===== src/rtl/input_conditioner_if.sv =====
// Switch/button front-end bundle between the board inputs and the mux/encoder stage.
// master drives the raw inputs; slave (the conditioner) drives the cleaned outputs.
interface input_conditioner_if #(
    parameter int W = 4
);
    logic [W-1:0] raw_w;
    logic         btn_step;
    logic [W-1:0] w_clean;
    logic [W-1:0] w_rise;
    logic [1:0]   sel;
    logic         sel_wrap;
    logic         w_valid;

    modport master (
        output raw_w, btn_step,
        input  w_clean, w_rise, sel, sel_wrap, w_valid
    );

    modport slave (
        input  raw_w, btn_step,
        output w_clean, w_rise, sel, sel_wrap, w_valid
    );
endinterface


===== src/rtl/input_conditioner.sv =====
// Synchronise, debounce and edge-detect switch inputs plus a step button driving sel.
// Debounce counters exist only when INPUT_CONDITIONER_DEBOUNCE_EN is defined.
//
// Debounce lane states:
//   state        | meaning
//   ST_STABLE    | sync output equals clean level, cnt = 0
//   ST_COUNTING  | sync output differs, cnt counts stable cycles toward commit
module input_conditioner #(
    parameter int W           = 4,
    parameter int SYNC_STAGES = 2,
    parameter int DBNC_CYCLES = 16
) (
    input logic                clk,
    input logic                rst,
    input_conditioner_if.slave bus
);

    // Lane W carries btn_step through the same path as the switch bits.
    localparam int L = W + 1;
`ifdef INPUT_CONDITIONER_DEBOUNCE_EN
    localparam int STARTUP = SYNC_STAGES + DBNC_CYCLES;
`else
    localparam int STARTUP = SYNC_STAGES + 1;
`endif
    localparam int SCW = $clog2(SYNC_STAGES + DBNC_CYCLES + 1);

    logic [L-1:0]   sync_q [SYNC_STAGES];
    logic [L-1:0]   sync_out;
    logic [L-1:0]   clean;
    logic [L-1:0]   clean_q;
    logic [L-1:0]   rise;
    logic [SCW-1:0] start_cnt;
    logic           valid_q;
    logic [1:0]     sel_q;
    logic           sel_wrap_q;

    always_ff @(posedge clk or posedge rst) begin
        if (rst) begin
            for (int i = 0; i < SYNC_STAGES; i++) sync_q[i] <= '0;
        end else begin
            sync_q[0] <= {bus.btn_step, bus.raw_w};
            for (int i = 1; i < SYNC_STAGES; i++) sync_q[i] <= sync_q[i-1];
        end
    end

    assign sync_out = sync_q[SYNC_STAGES-1];

`ifdef INPUT_CONDITIONER_DEBOUNCE_EN
    localparam int CW = $clog2(DBNC_CYCLES);

    typedef enum logic {
        ST_STABLE,
        ST_COUNTING
    } lane_state_t;

    for (genvar g = 0; g < L; g++) begin : g_lane
        lane_state_t   state;
        logic [CW-1:0] cnt;
        logic          lane_clean;

        always_ff @(posedge clk or posedge rst) begin
            if (rst) begin
                state      <= ST_STABLE;
                cnt        <= '0;
                lane_clean <= 1'b0;
            end else begin
                case (state)
                    ST_STABLE: begin
                        if (sync_out[g] != lane_clean) begin
                            state <= ST_COUNTING;
                            cnt   <= cnt + 1'b1;
                        end
                    end
                    ST_COUNTING: begin
                        if (sync_out[g] == lane_clean) begin
                            state <= ST_STABLE;
                            cnt   <= '0;
                        end else if (cnt == CW'(DBNC_CYCLES - 1)) begin
                            state      <= ST_STABLE;
                            cnt        <= '0;
                            lane_clean <= sync_out[g];
                        end else begin
                            cnt <= cnt + 1'b1;
                        end
                    end
                    default: begin
                        state <= ST_STABLE;
                        cnt   <= '0;
                    end
                endcase
            end
        end

        assign clean[g] = lane_clean;
    end
`else
    always_ff @(posedge clk or posedge rst) begin
        if (rst) clean <= '0;
        else     clean <= sync_out;
    end
`endif

    always_ff @(posedge clk or posedge rst) begin
        if (rst) clean_q <= '0;
        else     clean_q <= clean;
    end

    assign rise = clean & ~clean_q;

    // Startup counter freezes once valid so it never wraps.
    always_ff @(posedge clk or posedge rst) begin
        if (rst) begin
            start_cnt <= '0;
            valid_q   <= 1'b0;
        end else if (!valid_q) begin
            start_cnt <= start_cnt + 1'b1;
            if (start_cnt == SCW'(STARTUP - 1)) valid_q <= 1'b1;
        end
    end

    always_ff @(posedge clk or posedge rst) begin
        if (rst) begin
            sel_q      <= 2'd0;
            sel_wrap_q <= 1'b0;
        end else if (rise[W] && valid_q) begin
            sel_q      <= sel_q + 2'd1;
            sel_wrap_q <= (sel_q == 2'd3);
        end else begin
            sel_wrap_q <= 1'b0;
        end
    end

    assign bus.w_clean  = clean[W-1:0];
    assign bus.w_rise   = rise[W-1:0] & {W{valid_q}};
    assign bus.sel      = sel_q;
    assign bus.sel_wrap = sel_wrap_q;
    assign bus.w_valid  = valid_q;

endmodule


===== src/flat_wrapper.sv =====
// flat-port wrapper written by rule: the top's interface ports become plain ports
module input_conditioner_flat 
#(
    parameter int W           = 4,
    parameter int SYNC_STAGES = 2,
    parameter int DBNC_CYCLES = 16
)
  (clk, rst, bus_raw_w, bus_btn_step, bus_w_clean, bus_w_rise, bus_sel, bus_sel_wrap, bus_w_valid);
  input_conditioner_if #(.W(W)) bus_i ();
  input logic clk;
  input logic rst;
  input wire logic [$bits(bus_i.raw_w)-1:0] bus_raw_w;
  input wire logic [$bits(bus_i.btn_step)-1:0] bus_btn_step;
  output wire logic [$bits(bus_i.w_clean)-1:0] bus_w_clean;
  output wire logic [$bits(bus_i.w_rise)-1:0] bus_w_rise;
  output wire logic [$bits(bus_i.sel)-1:0] bus_sel;
  output wire logic [$bits(bus_i.sel_wrap)-1:0] bus_sel_wrap;
  output wire logic [$bits(bus_i.w_valid)-1:0] bus_w_valid;
  assign bus_i.raw_w = bus_raw_w;
  assign bus_i.btn_step = bus_btn_step;
  assign bus_w_clean = bus_i.w_clean;
  assign bus_w_rise = bus_i.w_rise;
  assign bus_sel = bus_i.sel;
  assign bus_sel_wrap = bus_i.sel_wrap;
  assign bus_w_valid = bus_i.w_valid;
  input_conditioner #(.W(W), .SYNC_STAGES(SYNC_STAGES), .DBNC_CYCLES(DBNC_CYCLES)) u_core (.clk(clk), .rst(rst), .bus(bus_i));
endmodule

===== config.mk =====
export PLATFORM = sky130hd
export DESIGN_NAME = input_conditioner_flat
export DESIGN_NICKNAME = d
export VERILOG_FILES = /design/src/rtl/input_conditioner_if.sv /design/src/rtl/input_conditioner.sv /design/src/flat_wrapper.sv
export SDC_FILE = /design/constraint.sdc
export NUM_CORES = 1
export LEC_CHECK = 0
export CORE_UTILIZATION = 42
export DETAILED_ROUTE_END_ITERATION = 8
export PLACE_DENSITY_LB_ADDON = 0.08
export RECOVER_POWER = 100
export SYNTH_ARGS = -nofsm -noshare
export SYNTH_HDL_FRONTEND = slang
export SYNTH_SLANG_ARGS = --single-unit

===== constraint.sdc =====
create_clock -name clk -period 3 [get_ports clk]
set_input_delay 0.6 -clock clk [delete_from_list [all_inputs] [get_ports clk]]
set_output_delay 0.6 -clock clk [all_outputs]
set_load 0.1 [all_outputs]

# Word level (Yosys, flattened, before mapping)
# Cells that the tools add are included.
# word_totals
elab_cells	19
inputBits	7
out_inout_bits	12
ff_bits	29
# op_classes
n_bitwise	3
reduce_logical	1
mux	3
add_sub_neg	2
n_eq_ne	2
# ops
cell	count
adder 5 x 1 -> 5 bit, second input constant	1
bitwise AND 5 bit	1
== test 5 x 2 -> 1 bit, second input constant	1
inverter 5 bit	1
bitwise AND 4 bit	1
two-way mux 1 bit	3
adder 2 x 1 -> 2 bit, second input constant	1
== test 2 bit, second input constant	1
logical AND 1 bit	1

# Depth between registers and ports, before layout
# depth
ltp_word	4
ltp_mapped	4
ltp_nobuf	4

# Least setup slack after synthesis
# Ideal clock, no wire load.
# synth_timing
kind	register to output
from	reg u_core.valid_q (netlist: u_core.bus.w_valid)
to	out bus_w_rise[2]
stages_incl_launch_ff	4
path_slack_ns	-0.084
n_path_buf	1
arrival_ns	2.484
cell_sequence	dfrtp_1 > buf_6 > nand2_1 > nor2_1
# synth_between
elab_chain_cells	1
# synth_rtl
element	line_no	source
start, declared	input_conditioner.sv:33	logic valid_q;
start signal, assigned	input_conditioner.sv:114	valid_q <= 1'b0;
start signal, assigned	input_conditioner.sv:117	if (start_cnt == SCW'(STARTUP - 1)) valid_q <= 1'b1;
bitwise AND 4 bit	input_conditioner.sv:134	assign bus.w_rise = rise[W-1:0] & {W{valid_q}};
end, declared	flat_wrapper.sv:15	output wire logic [$bits(bus_i.w_rise)-1:0] bus_w_rise;
# No other way between the ends.

# Final worst setup path
# layout_timing
from	reg u_core.valid_q (netlist: u_core.bus.w_valid)
to	out bus_w_valid
# layout_rtl
element	line_no	source
end, declared	flat_wrapper.sv:18	output wire logic [$bits(bus_i.w_valid)-1:0] bus_w_valid;
# No word-level cell between the ends.

==> run metrics <==
Routed Antenna Nets 0; RSZ-0062 raised after global routing false; Routed WL 1180 um; VDD IR-drop max 495 uV; delay-heaviest family, CP buffers and inverters; Lkg Pwr 0.544 nW; CTS Buf Count 5; clock slew at reported path FFs 0.09 ns; clk root buf clkbuf_4; hold buffers post-CTS 0; Min Hold Slack 0.353 ns; setup TNS 0 ns; CP Class reg -> out; area delta synth->final 21.1%; Routed WL per cell 10.7 um; library cells used by synthesis 16; final setup skew 0.00609 ns; Clk Latency, worst-skew pair 0.32 ns; CTS tree built; yosys warns 0; Max Cap Viol 0; Seq/Total Area, Yosys 74.7%; CP arrival 1.78 ns; Initial Utilization 44.3%; Post-Syn Area 971 sq um; FF+latch count, synth 29; # DRC 0; largest net degree at the start of global routing 30; type of the worst min-delay path reg -> reg; Tcrit/Tclk final 79.3%; gp weighted congestion 0.738; CTS Sinks 29; worst-path fanout max 13; total grt overflow 0; Critical-path top delay cell clkbuf_1; top cells by area, synth dfrtp_1 (75%), xnor2_1 (4.5%), ha_1 (3.9%); max_slew headroom 3.17%; syn_nets 70; CTS Buffer Depth 2; total number of vias 486; H-tree depth 2; cells along the critical path clkbuf_1; WP data required 2.40 ns; final setup fails 0; number of core rows 17; WP buf/inv 1; pre-CTS WS 1.36 ns; Gate Count Post-Synth 60; initial antenna violation count 0; 1st-pass router iterations 3; Final Hold Viols 0; vias in the first global route 460; share of layout cells above drive strength 1 17.1%; min cycle time layout 2.38 ns; IO buf count 18; max-slew violations 0; pwr dens 842 nW/um^2; ANT cells 0; Vias/cell 4.42; fin util 53.7%; CP Launch Type flop; nets@finish 91; Syn Area/Cell 16.2 sq um; Post-CTS Setup Bufs 0; first-pass GRT wire length 2010 um; area leader, netlist dfrtp_1; CTS-repair resized insts 0; setup ws final 0.621 ns; Starting DRT DRC Count 4; most common cell after layout, fill and taps aside dfrtp_1; f_max 420 MHz; CORE AREA 2190 sq um; Slew @ Worst Pin 1.45 ns; most frequent cells in the layout dfrtp_1 (29), clkbuf_1 (9), dlygate4sd3_1 (6), xnor2_1 (5), clkbuf_4 (5); status finished clean; die height 50.1 um; CP peak stage delay 0.90 ns; global-route usage over all layers 11.8%; area of the die 2510 sq um; I/O pin cnt 19; Crit. End Element output pin; Die W 50.1 um; post-synth top area share 74.7%
==> worst paths after layout <==
check | from | to | slack (ns) | cells after the start
min reg2reg | u_core.sync_out[1]$_DFF_PP0_ | u_core.clean[1]$_DFF_PP0_ | 0.35 | 0
max | u_core.bus.w_valid$_DFF_PP0_ | bus_w_valid | 0.62 | 1
min | u_core.sync_out[1]$_DFF_PP0_ | u_core.clean[1]$_DFF_PP0_ | 0.35 | 0
max in group asynchronous | rst | u_core.start_cnt[4]$_DFFE_PP0N_ | 0.95 | 3
max reg2reg | u_core.bus.w_valid$_DFF_PP0_ | u_core.bus.sel[1]$_DFFE_PP0P_ | 1.83 | 2
min in group asynchronous | rst | u_core.sync_q[9]$_DFF_PP0_ | 1.20 | 3
==> synthesized netlist by cell type, drive strengths merged <==
cell type	number
ha	3
nand2	2
o21ai	1
nand2b	1
nor4b	1
xnor2	5
nor2	2
nand3b	1
or2	1
inv	3
and3b	3
buf	5
mux2	1
dfrtp	29
nand4b	2
==> power breakdown <==
part	internal (mW)	switching (mW)
logic	0.0338	0.187
registers	0.420	0.0178
clock network	0.198	0.134
total	0.652	0.339
==> cell type report <==
cell class	count	area (sq um)
clock inverter	2	37.5
sequential	29	726
tap	28	35.0
clock buffer	6	51.3
inverter	3	11.3
timing repair buffer	19	124
multi-input combinational	23	191
fill	198	1010
==> state kept, by name, indices dropped and copies added (netlist names) <==
signal               count
u_core.sync_out          5
u_core.bus.sel           2
u_core.start_cnt         5
u_core.sync_q            5
u_core.bus.sel_wrap      1
u_core.clean             5
u_core.bus.w_valid       1
u_core.clean_q           5
==> per-layer routing <==
layer	part of all wire (%)	global-route usage [%]	wire, um
met5	0	0	0
met2	46	17.1	539
met3	7.4	8.33	87
met4	2.0	5.71	24
met1	45	12.8	529
==> logic make-up (layout without fill, tap and decap cells) <==
logic type               Yosys count  in the layout  synth area share (%)
buffers and inverters              8             30                  5.41
AO/OA/AOI/OAI                      1              1                 0.515
adder cells (fa/ha/maj)            3              3                  3.87
AND/OR/NAND/NOR                   13             13                  9.41
XOR/XNOR                           5              5                  4.51
multiplexers                       1              1                  1.55
flip-flops                        29             29                  74.7
==> metrics by stage <==
stage / power [mW] / area [sq um] / instances
floorplan: 0.644 / 973 / 60
global placement: 0.692 / 1120 / 102
detailed placement: 0.698 / 1120 / 102
CTS: 1.03 / 1210 / 110
global route: 1.03 / 1180 / 110
finish: 0.990 / 1180 / 110
No activity file was read; power rests on OpenSTA's default activity.
